**config.mk**
```make
export PLATFORM = sky130hd
export DESIGN_NAME = pkt_relay
export DESIGN_NICKNAME = d
export VERILOG_FILES = /design/src/rtl/pkt_relay_pkg.sv /design/src/rtl/pkt_delay_line.sv /design/src/rtl/pkt_relay.sv
export SDC_FILE = /design/constraint.sdc
export NUM_CORES = 1
export LEC_CHECK = 0
export CAP_MARGIN = 20
export CORE_AREA = 3 3 54 56
export DETAILED_ROUTE_END_ITERATION = 6
export DIE_AREA = 0 0 57 59
export GPL_ROUTABILITY_DRIVEN = 0
export PLACE_DENSITY = 0.83
export SETUP_SLACK_MARGIN = 0.4
export SYNTH_ARGS = -nofsm -noshare
export SYNTH_HDL_FRONTEND = slang
export SYNTH_SLANG_ARGS = --single-unit
```
**constraint.sdc**
```tcl
create_clock -name clk -period 2.97 [get_ports clk]
set_input_delay 0.297 -clock clk [delete_from_list [all_inputs] [get_ports clk]]
set_output_delay 0.297 -clock clk [all_outputs]
set_load 0.03 [all_outputs]
```
**src/rtl/pkt_relay_pkg.sv**
```systemverilog
// Shared types and default parameter values for the pkt_relay frame relay.
package pkt_relay_pkg;

   localparam int DEF_DATA_W  = 8;
   localparam int DEF_DELAY   = 1;
   localparam int DEF_CNT_W   = 16;
   localparam int DEF_MIN_IFG = 12;

   typedef enum logic [1:0] {
      ST_IDLE  = 2'd0,
      ST_FRAME = 2'd1,
      ST_GAP   = 2'd2
   } relay_state_e;

endpackage

```
**src/rtl/pkt_delay_line.sv**
```systemverilog
// Fixed-latency register pipeline, DEPTH stages of W bits, cleared by async reset.
module pkt_delay_line #(
   parameter int W     = 9,
   parameter int DEPTH = 1
) (
   input  logic         clk,
   input  logic         rst_n,
   input  logic [W-1:0] d_i,
   output logic [W-1:0] q_o
);

   logic [W-1:0] stage_q [DEPTH];

   always_ff @(posedge clk or negedge rst_n) begin
      if (!rst_n) begin
         for (int i = 0; i < DEPTH; i++) stage_q[i] <= '0;
      end else begin
         stage_q[0] <= d_i;
         for (int i = 1; i < DEPTH; i++) stage_q[i] <= stage_q[i-1];
      end
   end

   assign q_o = stage_q[DEPTH-1];

endmodule

```
**src/rtl/pkt_relay.sv**
```systemverilog
// Frame relay: forwards or drops whole rx_dv frames through a DELAY-cycle pipeline.
// Frame statistics and gap checking are built only when PKT_RELAY_STATS_EN is defined.
import pkt_relay_pkg::*;

module pkt_relay #(
   parameter int DATA_W  = DEF_DATA_W,
   parameter int DELAY   = DEF_DELAY,
   parameter int CNT_W   = DEF_CNT_W,
   parameter int MIN_IFG = DEF_MIN_IFG
) (
   input  logic              clk,
   input  logic              rst_n,
   input  logic [DATA_W-1:0] rxd,
   input  logic              rx_dv,
   input  logic              enable,
   output logic [DATA_W-1:0] txd,
   output logic              tx_en,
   output logic              busy,
   output logic              ifg_err,
   output logic [CNT_W-1:0]  frame_cnt,
   output logic [CNT_W-1:0]  drop_cnt,
   output logic [CNT_W-1:0]  last_len
);

   relay_state_e      state_q;
   logic              fwd_q;
   logic              busy_q;
   logic              frame_start;
   logic              fwd_now;
   logic [DATA_W:0]   dl_in;
   logic [DATA_W:0]   dl_out;

   // enable is only looked at on the frame's first cycle; fwd_q holds the decision after that.
   always_comb begin
      frame_start = rx_dv && (state_q != ST_FRAME);
      fwd_now     = frame_start ? enable : fwd_q;
      dl_in       = (rx_dv && fwd_now) ? {1'b1, rxd} : '0;
   end

   always_ff @(posedge clk or negedge rst_n) begin
      if (!rst_n) begin
         state_q <= ST_IDLE;
         fwd_q   <= 1'b0;
         busy_q  <= 1'b0;
      end else begin
         case (state_q)
            ST_IDLE, ST_GAP: begin
               if (rx_dv) begin
                  state_q <= ST_FRAME;
                  fwd_q   <= enable;
                  busy_q  <= 1'b1;
               end
            end
            ST_FRAME: begin
               if (!rx_dv) begin
                  state_q <= ST_GAP;
                  busy_q  <= 1'b0;
               end
            end
            default: begin
               state_q <= ST_IDLE;
               busy_q  <= 1'b0;
            end
         endcase
      end
   end

   assign busy = busy_q;

   pkt_delay_line #(
      .W     (DATA_W + 1),
      .DEPTH (DELAY)
   ) u_delay (
      .clk   (clk),
      .rst_n (rst_n),
      .d_i   (dl_in),
      .q_o   (dl_out)
   );

   assign txd   = dl_out[DATA_W-1:0];
   assign tx_en = dl_out[DATA_W];

`ifdef PKT_RELAY_STATS_EN
   localparam int GAP_W = (MIN_IFG < 1) ? 1 : $clog2(MIN_IFG + 1);
   localparam logic [GAP_W-1:0] GAP_MAX = GAP_W'(MIN_IFG);

   logic [GAP_W-1:0] gap_q,   gap_d;
   logic [CNT_W-1:0] len_q,   len_d;
   logic [CNT_W-1:0] frame_q, frame_d;
   logic [CNT_W-1:0] drop_q,  drop_d;
   logic [CNT_W-1:0] last_q,  last_d;
   logic             ifg_q,   ifg_d;
   logic             frame_end;

   // The gap counter restarts at each frame start, so the first idle cycle after a frame counts as 1.
   always_comb begin
      frame_end = !rx_dv && (state_q == ST_FRAME);
      gap_d     = gap_q;
      len_d     = len_q;
      frame_d   = frame_q;
      drop_d    = drop_q;
      last_d    = last_q;
      ifg_d     = 1'b0;
      if (frame_start) begin
         len_d = CNT_W'(1);
         gap_d = '0;
         ifg_d = (state_q == ST_GAP) && (gap_q < GAP_MAX);
      end else if (rx_dv) begin
         if (len_q != '1) len_d = len_q + CNT_W'(1);
      end
      if (!rx_dv && (gap_q != GAP_MAX)) gap_d = gap_q + GAP_W'(1);
      if (frame_end) begin
         if (fwd_q) begin
            last_d = len_q;
            if (frame_q != '1) frame_d = frame_q + CNT_W'(1);
         end else if (drop_q != '1) begin
            drop_d = drop_q + CNT_W'(1);
         end
      end
   end

   always_ff @(posedge clk or negedge rst_n) begin
      if (!rst_n) begin
         gap_q   <= '0;
         len_q   <= '0;
         frame_q <= '0;
         drop_q  <= '0;
         last_q  <= '0;
         ifg_q   <= 1'b0;
      end else begin
         gap_q   <= gap_d;
         len_q   <= len_d;
         frame_q <= frame_d;
         drop_q  <= drop_d;
         last_q  <= last_d;
         ifg_q   <= ifg_d;
      end
   end

   assign ifg_err   = ifg_q;
   assign frame_cnt = frame_q;
   assign drop_cnt  = drop_q;
   assign last_len  = last_q;
`else
   localparam int unused_min_ifg = MIN_IFG;

   assign ifg_err   = 1'b0;
   assign frame_cnt = '0;
   assign drop_cnt  = '0;
   assign last_len  = '0;
`endif

endmodule

```
==> results of run 1 <==
==> power groups by stage <==
stage                     clock network (mW)  logic, mW  registers [mW]
after floorplan                            0      0.155           0.229
after global placement                     0      0.173           0.206
after detailed placement                   0      0.174           0.207
after CTS                              0.104      0.175           0.203
after global routing                   0.109      0.184           0.205
final                                 0.0979      0.175           0.203
==> stage by stage <==
| step | hold WS [ns] | setup slack (ns) | power, mW |
|---|---|---|---|
| 6_report | 0.398 | 1.36 | 0.476 |
| 5_1_grt | 0.429 | 1.30 | 0.499 |
| 4_1_cts | 0.404 | 1.34 | 0.482 |
| 3_5_place_dp | 0.505 | 1.50 | 0.381 |
| 3_3_place_gp | 0.489 | 1.53 | 0.378 |
| 2_1_floorplan | 0.00141 | 1.93 | 0.384 |
==> layer usage <==
metal	track usage (%)	up-vias
met1	6.71	186
li1	-	204
met2	9.95	36
met4	2.98	0
met3	2.18	2
met5	0	-
==> cell usage after synthesis <==
cell / instances / area (um2)
a21boi_0: 1 / 7.51
and2_1: 8 / 50.1
buf_4: 49 / 368
conb_1: 1 / 3.75
dfrtp_1: 13 / 325
mux2_2: 1 / 11.3
mux2i_4: 1 / 22.5
nand2_1: 3 / 11.3
nand2b_1: 1 / 6.26
nor2_1: 2 / 7.51
nor2b_4: 1 / 13.8
o22ai_1: 1 / 6.26
xnor2_1: 1 / 8.76
==> final timing paths <==
path / end / slack (ns) / depth (start not counted)
worst max-delay path: busy / 1.36 / 1
worst min-delay path: u_delay.q_o[6] / 0.40 / 1
min in group clk: fwd_q / 0.51 / 1
worst min register to register: fwd_q / 0.51 / 1
max in group asynchronous: u_delay.q_o[8] / 2.20 / 1
worst max register to register: u_delay.q_o[2] / 1.82 / 3
==> kinds of logic after synthesis <==
| logic type | Yosys count | synth area share [%] |
|---|---|---|
| AO/OA/AOI/OAI | 2 | 1.64 |
| multiplexers | 2 | 4.01 |
| other | 1 | 0.445 |
| XOR/XNOR | 1 | 1.04 |
| flip-flops | 13 | 38.6 |
| AND/OR/NAND/NOR | 15 | 10.6 |
| buffers and inverters | 49 | 43.7 |
==> cell type report <==
type	count	area, um2	area share [%]
Timing Repair Buffer	21	210	22.6
Tap cell	30	37.5	4.04
Sequential cell	13	325	35.0
Clock buffer	4	26.3	2.83
Multi-Input combinational cell	69	329	35.4
==> sequential cells by signal (all words and copies together), names as in the netlist <==
signal / flops
state_q: 2
busy: 1
fwd_q: 1
u_delay.q_o: 9
==> metrics.md, run 1 <==
| Metric | Value |
|---|---|
| Hold_buf cts | 0 |
| Ports | 71 |
| Pins Over Slew Limit | 0 |
| Wl on met1 | 378 um |
| Setup CP Type | register to output pin |
| Clock power share | 20.6% |
| Hold Vio Cnt, Final | 0 |
| Area grow syn2layout | 10.3% |
| Die width | 57 um |
| Worst-path fanout max | 3 |
| Met3 wire length | 178 um |
| Switching power share of the total | 38.5% |
| R2R Path Start | state_q[0] |
| Critical path origin | busy |
| Worst slew pin tran | 0.558 ns |
| Initial antenna violation count | 0 |
| Post-CTS setup buffers | 0 |
| Total core area | 0.00248 mm2 |
| Startpoint Class | register |
| Clock Skews | 0.00409 ns |
| Combinational power share | 36.8% |
| Cell Area, Placed | 902 um2 |
| DR iter-0 viols | 2 |
| DR vias | 428 |
| Max cap viols | 0 |
| Clock Latency Late Sink | 0.26 ns |
| N_diodes | 0 |
| Crit path cell chain | clkdlybuf4s50_1 |
| Max Freq | 622 MHz |
| CTS H-tree lvls | 1 |
| Post-layout min period | 1.61 ns |
| Crit path max-delay family | buffers and inverters |
| CTS buffer count | 3 |
| Min-delay worst type | input port to async pin |
| Largest net degree at the start of global routing | 14 |
| Post-synthesis sequential area ratio | 38.6% |
| Clock Tree Root | clkbuf_4 |
| Post-DR vias/cell | 3.12 |
| Number of synthesis warnings | 0 |
| Vias in the first global route | 330 |
| CTS tree | done |
| Sequential Power Share | 42.7% |
| WL final | 1.16 mm |
| Final Cell Area | 928 um2 |
| Status | finished clean |
| Internal | 293 uW |
| Commonest non-fill, non-tap cells in the layout | 49 x conb_1, 21 x clkdlybuf4s50_1, 13 x dfrtp_1, 8 x and2_1 |
| Average footprint of a synthesized cell | 10.1 um2 |
| CP max-delay cell | clkdlybuf4s50_1 |
| Final setup vio count | 0 |
| Unrepaired setup endpoints after global routing | no |
| # fillers | 259 |
| Routed wl met2 | 590 um |
| Seq cells post-synth | 13 |
| Post-synth cell types | 13 |
| Worst path required time | 2.67 ns |
| Leakage | 0.479 nW |
| Cell Count, Final, Fillers Out | 137 |
| Final Core Density | 37.5% |
| Routed Antenna Nets | 0 |
| Drt drc | 0 |
| Rows | 18 |
| Global route overflow | 0 |
| Clk pin slew, worst setup/hold paths | 0.07 ns |
| Worst-case clock buffer depth | 2 |
| Peak VDD IR | 0.000217 V |
| GR Util All Layers | 5.95% |
| Router iterations before antenna repair | 2 |
| # resized after CTS | 0 |
| WP buf/inv | 1 |
| Pwr Density | 513 mW/mm2 |
| Routed len/inst | 8.47 um |
| Global-route wire length before repair | 1.51 mm |
| Commonest non-fill, non-tap cell in the layout | conb_1 |
| Final Net Count | 120 |
| Layout cells sized above 1 | 5.61% |
| Worst rel slew slack | 62.7% |
| Synth Instances | 83 |
| Crit share post-route | 54.1% |
| Highest routed layer | met4 |
| CP Capture Type | output pin |
| CP max stage delay | 0.68 ns |
| Die Area | 0.00336 mm2 |
| Psw | 183 uW |
| Post-DP HPWL | 1.02 mm |
| Setup TNS | 0 ns |
| Port Buffer Count | 21 |
| Die height | 59 um |
| Netlist Area Pre-Place | 842 um2 |
| Initial Util | 34.0% |
| Arrival @ worst endpoint | 1.31 ns |
| Placed Cells | 133 |
| Sink Count | 13 |
Power figures use the tool's default switching activity.
==> inputs of run 2 (changes only) <==
Settings changed: CORE_AREA 3 3 54 56 to 3 3 59 61, DIE_AREA 0 0 57 59 to 0 0 62 64, PLACE_DENSITY 0.83 to 0.73.
Clock period 2.97 ns to 1.35 ns, I/O delays scaled along.
==> metrics.md, run 2 (synthesis gave the netlist of run 1 again) <==
| Metric | Value |
|---|---|
| Initial Util | 27.8% (was 34.0%) |
| Switching power share of the total | 39.9% (was 38.5%) |
| Clk pin slew, worst setup/hold paths | 0.08 ns (was 0.07 ns) |
| Max FFs per register | 9 (unchanged) |
| N_diodes | 0 (unchanged) |
| Port Buffer Count | 21 (unchanged) |
| Peak VDD IR | 0.000217 V (about the same) |
| Drt drc | 0 (unchanged) |
| CTS H-tree lvls | 1 (unchanged) |
| Combinational power share | 39.0% (was 36.8%) |
| CTS tree | done (unchanged) |
| DR iter-0 viols | 4 (was 2) |
| Worst r2r path cells | 3 (unchanged) |
| Layout cells sized above 1 | 22.8% (was 5.61%) |
| Pwr Density | 1080 mW/mm2 (was 513 mW/mm2) |
| Rows | 20 (was 18) |
| Initial antenna violation count | 0 (unchanged) |
| Worst-path fanout max | 5 (was 3) |
| WL final | 1.30 mm (was 1.16 mm) |
| GR Util All Layers | 6.68% (was 5.95%) |
| Vias in the first global route | 408 (was 330) |
| Max Freq | 888 MHz |
| Reg-to-Reg End | u_delay.q_o[2] (unchanged) |
| Commonest non-fill, non-tap cell in the layout | conb_1 (unchanged) |
| Pins Over Slew Limit | 0 (unchanged) |
| Status | finished clean (unchanged) |
| Routed wl met2 | 768 um (was 590 um) |
| Highest routed layer | met4 (unchanged) |
| Wl on met1 | 371 um (was 378 um) |
| Largest net degree at the start of global routing | 14 (unchanged) |
| # fillers | 320 (was 259) |
| Total core area | 0.00303 mm2 (was 0.00248 mm2) |
| DR vias | 472 (was 428) |
| Die Area | 0.00397 mm2 (was 0.00336 mm2) |
| Ports | 71 (unchanged) |
| Max cap viols | 0 (unchanged) |
| Global route overflow | 0 (unchanged) |
| Startpoint Class | register (unchanged) |
| Final Cell Area | 0.00104 mm2 (was 928 um2) |
| Worst path required time | 1.57 ns (was 2.67 ns) |
| Met3 wire length | 128 um (was 178 um) |
| Die height | 64 um (was 59 um) |
| Post-DP HPWL | 1.05 mm (was 1.02 mm) |
| Post-layout min period | 1.13 ns |
| Global-route wire length before repair | 1.84 mm (was 1.51 mm) |
| Min-delay worst type | input port to async pin (unchanged) |
| Final setup vio count | 0 (unchanged) |
| Overall power | 1.13 mW (was 476 uW) |
| Clock Tree Root | clkbuf_4 (unchanged) |
| Psw | 452 uW (was 183 uW) |
| Die width | 62 um (was 57 um) |
| Sink Count | 13 (unchanged) |
| Routed len/inst | 8.22 um (was 8.47 um) |
| Final Net Count | 127 (was 120) |
| Arrival @ worst endpoint | 1.34 ns (was 1.31 ns) |
| Worst-case clock buffer depth | 2 (unchanged) |
| Sequential Power Share | 39.6% (was 42.7%) |
| Internal | 680 uW (was 293 uW) |
| Leakage | 0.548 nW (was 0.479 nW) |
| R2R Path Start | state_q[1] (was state_q[0]) |
| Hold Vio Cnt, Final | 0 (unchanged) |
| CTS buffer count | 3 (unchanged) |
| Clock power share | 21.4% (was 20.6%) |
| Crit share post-route | 83.4% |
| Routed Antenna Nets | 0 (unchanged) |
| Clock Latency Late Sink | 0.27 ns (was 0.26 ns) |
| Post-DR vias/cell | 2.99 (was 3.12) |
| Unrepaired setup endpoints after global routing | yes (was no) |
| Cell Area, Placed | 935 um2 (was 902 um2) |
| CP Capture Type | register (was output pin) |
| Commonest non-fill, non-tap cells in the layout | 49 x conb_1, 12 x dfrtp_1, 12 x buf_6, 11 x clkdlybuf4s50_1, 8 x and2_1 (was 49 x conb_1, 21 x clkdlybuf4s50_1, 13 x dfrtp_1, 8 x and2_1) |
| Router iterations before antenna repair | 4 (was 2) |
| Setup TNS | 0 ns (unchanged) |
| Setup CP Type | register to register (was register to output pin) |
| Hold_buf cts | 0 (unchanged) |
| Area grow syn2layout | 23.9% (was 10.3%) |
| Clock Skews | 0.000404 ns (was 0.00409 ns) |
| R2r setup slk | 0.22 ns (was 1.82 ns) |
run 2: metal layers:
| metal | vias to the layer above | GRT usage (%) |
|---|---|---|
| li1 | 221 | - |
| met5 | - | 0 |
| met4 | 0 | 7.96 |
| met2 | 32 | 11.7 |
| met1 | 217 | 5.33 |
| met3 | 2 | 1.01 |
run 2: critical path, cell delays in order, from the launching register on:
cell,delay (ns)
dfrtp_2,0.43
nor2b_4,0.20
mux2i_4,0.28
and2_1,0.15
run 2: worst max-delay path by stage:
stage | cells past startpoint | start | endpoint | slack, ns
2_1_floorplan | 3 | state_q[1] | u_delay.q_o[0] | 0.31
6_report | 3 | state_q[1] | u_delay.q_o[2] | 0.22
3_3_place_gp | 4 | rx_dv | u_delay.q_o[2] | 0.11
3_5_place_dp | 4 | rx_dv | u_delay.q_o[2] | 0.11
4_1_cts | 3 | state_q[1] | u_delay.q_o[4] | 0.22
5_1_grt | 3 | state_q[1] | u_delay.q_o[5] | 0.17
run 2: per-stage QoR:
stage,std cells,setup slack (ns),hold WS [ns],util (%)
2_1_floorplan,131,0.314,-0.161,-
3_3_place_gp,149,0.113,0.453,30.9
3_5_place_dp,149,0.105,0.462,30.9
4_1_cts,157,0.218,0.149,33.6
5_1_grt,158,0.170,0.163,34.5
6_report,158,0.224,0.155,34.5
run 2: power groups by stage:
stage	registers (mW)	logic [mW]	clock network, mW
2_1_floorplan	0.504	0.342	0
3_3_place_gp	0.453	0.384	0
3_5_place_dp	0.454	0.388	0
6_report	0.448	0.441	0.242
5_1_grt	0.452	0.470	0.270
4_1_cts	0.448	0.420	0.257
run 2: final cells by class:
class / count / area [um2] / share of cell area, %
multi-input cells: 70 / 359 / 34.4
repair buffers: 27 / 275 / 26.4
well taps: 44 / 55.1 / 5.28
flip-flops and latches: 13 / 327 / 31.3
clock inverters: 1 / 5.00 / 0.480
clock buffers: 3 / 22.5 / 2.16
run 2: what timing repair did:
action / CTS / global route
gates resized for setup: 68 / 8
cloned: 1 / 0
buffers inserted: 3 / 1
endpoints found under the setup margin: 20 / 20
endpoints found under the hold margin: 0 / 0
pin swaps: 3 / 6
